[config.mk]
export PLATFORM = sky130hd
export DESIGN_NAME = data_request_arbiter
export DESIGN_NICKNAME = d
export VERILOG_FILES = /design/src/rtl/data_request_arbiter.sv
export SDC_FILE = /design/constraint.sdc
export NUM_CORES = 1
export LEC_CHECK = 0
export CAP_MARGIN = 40
export CORE_MARGIN = 2
export CORE_UTILIZATION = 33
export CTS_CLUSTER_DIAMETER = 80
export DETAILED_ROUTE_END_ITERATION = 10
export GPL_TIMING_DRIVEN = 0
export SETUP_SLACK_MARGIN = 0.1
export SLEW_MARGIN = 20
export SYNTH_ARGS = -nofsm -noshare
export SYNTH_HDL_FRONTEND = slang
export SYNTH_SLANG_ARGS = --single-unit
export TNS_END_PERCENT = 1
[constraint.sdc]
create_clock -name CLK -period 3.9 [get_ports CLK]
set_clock_uncertainty 0.05 [all_clocks]
set_input_delay 0.39 -clock CLK [delete_from_list [all_inputs] [get_ports CLK]]
set_output_delay 0.39 -clock CLK [all_outputs]
set_load 0.005 [all_outputs]
[src/rtl/data_request_arbiter.sv]
// Round-robin arbiter for NCH data-request channels onto one memory port.
// It gates instruction fetch around data accesses and latches halt stickily.
module data_request_arbiter #(
    parameter int NCH  = 2,
    parameter int CNTW = 8
) (
    input  logic            CLK,
    input  logic            nRST,
    input  logic            halt,
    input  logic [NCH-1:0]  r_req,
    input  logic [NCH-1:0]  w_req,
    input  logic            iHit,
    input  logic            dHit,
    output logic            iRen,
    output logic            dRen,
    output logic            dWen,
    output logic [NCH-1:0]  gnt,
    output logic [NCH-1:0]  done,
    output logic            halted,
    output logic [CNTW-1:0] stall_cnt
);

    localparam int LW = (NCH > 1) ? $clog2(NCH) : 1;

    typedef enum logic [1:0] {
        FETCH  = 2'd0,
        DREAD  = 2'd1,
        DWRITE = 2'd2,
        HALTED = 2'd3
    } state_t;

    state_t          r_state;
    state_t          w_next_state;
    logic [NCH-1:0]  r_gnt;
    logic [LW-1:0]   r_last;
    logic            r_halted;
    logic [CNTW-1:0] r_stall_cnt;

    logic [NCH-1:0]  w_pending;
    logic            w_found;
    logic [LW-1:0]   w_winner;
    logic            w_winner_write;
    logic            w_in_data;
    logic            w_accept;

    assign w_pending      = r_req | w_req;
    assign w_winner_write = w_req[w_winner];
    assign w_in_data      = (r_state == DREAD) || (r_state == DWRITE);
    // Requests are only taken at an instruction boundary, or any cycle once parked.
    assign w_accept       = w_found && (((r_state == FETCH) && iHit) || (r_state == HALTED));

    // Scan starts one past the previous owner so every pending channel gets a turn.
    always_comb begin
        int idx;
        idx      = 0;
        w_found  = 1'b0;
        w_winner = '0;
        for (int i = 1; i <= NCH; i++) begin
            idx = int'(r_last) + i;
            if (idx >= NCH) begin
                idx = idx - NCH;
            end
            if (!w_found && w_pending[idx]) begin
                w_found  = 1'b1;
                w_winner = LW'(idx);
            end
        end
    end

    // NOTE: sequential state uses non-blocking assignments so every register
    // samples the pre-edge values regardless of block ordering.
    always_ff @(posedge CLK) begin
        if (!nRST) begin
            r_state <= FETCH;
        end else begin
            r_state <= w_next_state;
        end
    end

    // NOTE: the default assignment first keeps this block free of inferred latches.
    always_comb begin
        w_next_state = r_state;
        unique case (r_state)
            FETCH: begin
                if (w_accept) begin
                    w_next_state = w_winner_write ? DWRITE : DREAD;
                end else if (halt) begin
                    w_next_state = HALTED;
                end
            end
            DREAD, DWRITE: begin
                if (dHit) begin
                    w_next_state = (r_halted || halt) ? HALTED : FETCH;
                end
            end
            HALTED: begin
                if (w_accept) begin
                    w_next_state = w_winner_write ? DWRITE : DREAD;
                end
            end
            default: w_next_state = FETCH;
        endcase
    end

    always_comb begin
        iRen = (r_state == FETCH) && !halt;
        dRen = (r_state == DREAD);
        dWen = (r_state == DWRITE);
        done = {NCH{dHit && w_in_data}} & r_gnt;
    end

    always_ff @(posedge CLK) begin
        if (!nRST) begin
            r_gnt       <= '0;
            r_last      <= LW'(NCH - 1);
            r_halted    <= 1'b0;
            r_stall_cnt <= '0;
        end else begin
            r_halted <= r_halted || halt;
            if (w_accept) begin
                r_gnt       <= NCH'(1) << w_winner;
                r_last      <= w_winner;
                r_stall_cnt <= '0;
            end else if (w_in_data) begin
                if (dHit) begin
                    r_gnt <= '0;
                end else if (r_stall_cnt != '1) begin
                    r_stall_cnt <= r_stall_cnt + 1'b1;
                end
            end
        end
    end

    assign gnt       = r_gnt;
    assign halted    = r_halted;
    assign stall_cnt = r_stall_cnt;

endmodule

==> reports/metrics.yaml <==
core_area_mm2: 0.00228
synth_edf_count: 0
dr.first_iter.drc_count: 7
hold_buffers: 0
cts.repair.resized: 0
fin_crit_sh_pct: 59.9
critPathRequiredTime_ns: 3.46
internal_power_mw: 0.360
crit_fanout: 8
vias_per_cell: 5.14
start_kind: "register"
path_cells: "inv_1 -> ha_1 -> and3_2 -> clkdlybuf4s50_1"
synth.top_cell.area_share_pct: 34.5
synthCells: 89
grt_usage_pct: 14.1
synth.avg_cell_area_um2: 9.12
drive_above_1_share_pct: 10.3
post-synth-top-count-cell: "dfxtp_1"
synthToLayoutAreaGrowth_pct: 38.4
slowest_delay_ns: 0.49
ant_nets: 0
powerDensity_mw_per_mm2: 510
overflow: 0
netlist_top_cells_area: "dfxtp_1 (35%), ha_1 (9.2%), nor2_1 (4.2%)"
clk_latency_ns: 0.28
antenna-diode-count: 0
drc: 0
r2r_slack_ns: 1.93
placedCellCount: 141
port_buffers: 24
worstMarginPinSlew_ns: 0.297
switching_share_pct: 37.2
initial_core_util_pct: 35.7
p_clk_share_pct: 19.0
synth_cell_types: 34
rr_startpoint: "r_state[0]"
syn-num-nets: 104
reg2reg_depth: 6
hold_path.class: "register to register"
grt_max_degree: 9
critPathLaunch: "r_state[0]"
cts_buffers: 3
slew_violations: 0
maxSlewHeadroom_pct: 80.2
combPwrFrac_pct: 48.2
layout_min_cycle_time_ns: 2.33
rsz0062_at_grt: "false"
cts_buffer_depth: 2
crit_type: "register to primary output"
maxCapViolations: 0
totalWireLength_mm: 1.76
final_cells: 145
gp_congestion: 0.730
crit_arrival_ns: 1.89
yosys_warnings: 0
min_to: "gnt[0]"
synthTopCellsByCount: "dfxtp_1 (14), nor2_1 (9), ha_1 (6)"
hp-start: "gnt[0]"
fmax_mhz: 428
run_status: "complete, no violations"
cts_tree: "done"
wl_per_cell_um: 12.1
peakVddDrop_uv: 370
rows: 17
synth_flop_cell: "dfxtp_1"
cts-root-buf: "clkbuf_4"
hold-path-cell-count: 2
die_x_um: 53.6
slowest_stage: "clkdlybuf4s50_1"
p_leak_nw: 0.430
die_h_um: 53.6
timing.rr.end: "stall_cnt[7]"
post_cts_buffers: 0
multi_input_area_um2: 520
setup-tns-final_ns: 0
clock_sinks: 14
first_pass_iters: 4
grt_pass1_vias: 701
antenna_found_initial: 0
via_count: 746
cts.htree.levels: 1
dp_hpwl_mm: 1.38
crit_buf_inv: 2
setup_viol: 0
path_delay_family: "buffers and inverters"
p_seq_share_pct: 32.8
synth_top_area_cell: "dfxtp_1"
path_clk_slew_ns: 0.09
num_io_pins: 25
dieArea_mm2: 0.00287
seq_area_frac_synth_pct: 34.5
setup.worst_path.end_class: "primary output"
nFillCells: 222
synthArstFlopShare_pct: 0
netlist_area_um2: 812
grt_pass1_wl_mm: 3.00
switchingPower_mw: 0.214
ys_ff_latch: 14
fin_nets: 133
hold_violations: 0
seq_area_um2: 280
worst max path at each step:
| stage | cells after the start | endpoint |
|---|---|---|
| after global placement | 3 | done[1] |
| final | 4 | done[1] |
| after CTS | 4 | done[1] |
| after floorplan | 6 | stall_cnt[7] |
| after global routing | 4 | done[1] |
| after detailed placement | 3 | done[1] |
stage by stage:
| step | power [mW] | util [%] | hold WS (ns) | area, µm² | setup slack [ns] |
|---|---|---|---|---|---|
| 3_5_place_dp | 0.469 | 47.8 | 0.431 | 1090 | 1.82 |
| 4_1_cts | 0.579 | 49.4 | 0.445 | 1120 | 1.54 |
| 5_1_grt | 0.616 | 49.4 | 0.461 | 1120 | 1.44 |
| 3_3_place_gp | 0.466 | 47.8 | 0.412 | 1090 | 1.80 |
| 2_1_floorplan | 0.368 | - | 0.408 | 812 | 2.13 |
| 6_report | 0.574 | 49.4 | 0.438 | 1120 | 1.57 |
flip-flops by register name, indices dropped and copies added (netlist names):
register / flops
halted: 1
r_state: 2
gnt: 2
stall_cnt: 8
r_last: 1
per-layer routing:
metal	vias up	wire length (µm)	global-route usage, %
met5	-	0	0
met4	0	28	7.69
met3	4	43	1.67
met2	13	829	22.0
met1	345	858	19.0
li1	384	-	-
cell families (layout without fill, tap and decap cells):
logic type | count (synthesis) | in the layout | synth area share, %
simple gates | 38 | 38 | 27.9
fa+ha+maj | 6 | 6 | 9.24
compound gates | 23 | 23 | 21.3
flops | 14 | 14 | 34.5
buf+inv | 3 | 31 | 1.39
mux | 2 | 2 | 2.47
xor+xnor | 3 | 3 | 3.24
worst min-delay path: cells and delay by family (launching register included):
family	cells	cell delay (ns)
AO/OA/AOI/OAI	1	0.06
flip-flops	1	0.34
AND/OR/NAND/NOR	1	0.06
power by group through the flow:
stage	clock network, mW	registers (mW)	logic (mW)
after floorplan	0	0.189	0.180
after global placement	0	0.191	0.275
after detailed placement	0	0.192	0.277
after CTS	0.112	0.188	0.278
after global routing	0.116	0.192	0.307
final	0.109	0.188	0.277
cell type report:
| cell class | count | area share, % |
|---|---|---|
| Multi-Input combinational cell | 72 | 46.3 |
| Sequential cell | 14 | 24.9 |
| Timing Repair Buffer | 24 | 21.4 |
| Clock buffer | 4 | 3.23 |
| Tap cell | 28 | 3.12 |
| Inverter | 3 | 1.00 |
layout by cell type (no fill, tap or decap), types with 3 or more instances in the layout:
master and count:
nor2_1 9, clkbuf_4 3, ha_1 6, nand2_1 5, dfxtp_1 14, inv_1 3, o21ai_0 4, nor3_1 3
a21oi_1 3, nand3_1 3, clkdlybuf4s50_1 24, xor2_1 3, o211ai_1 3
(Power assumes the default switching activity.)
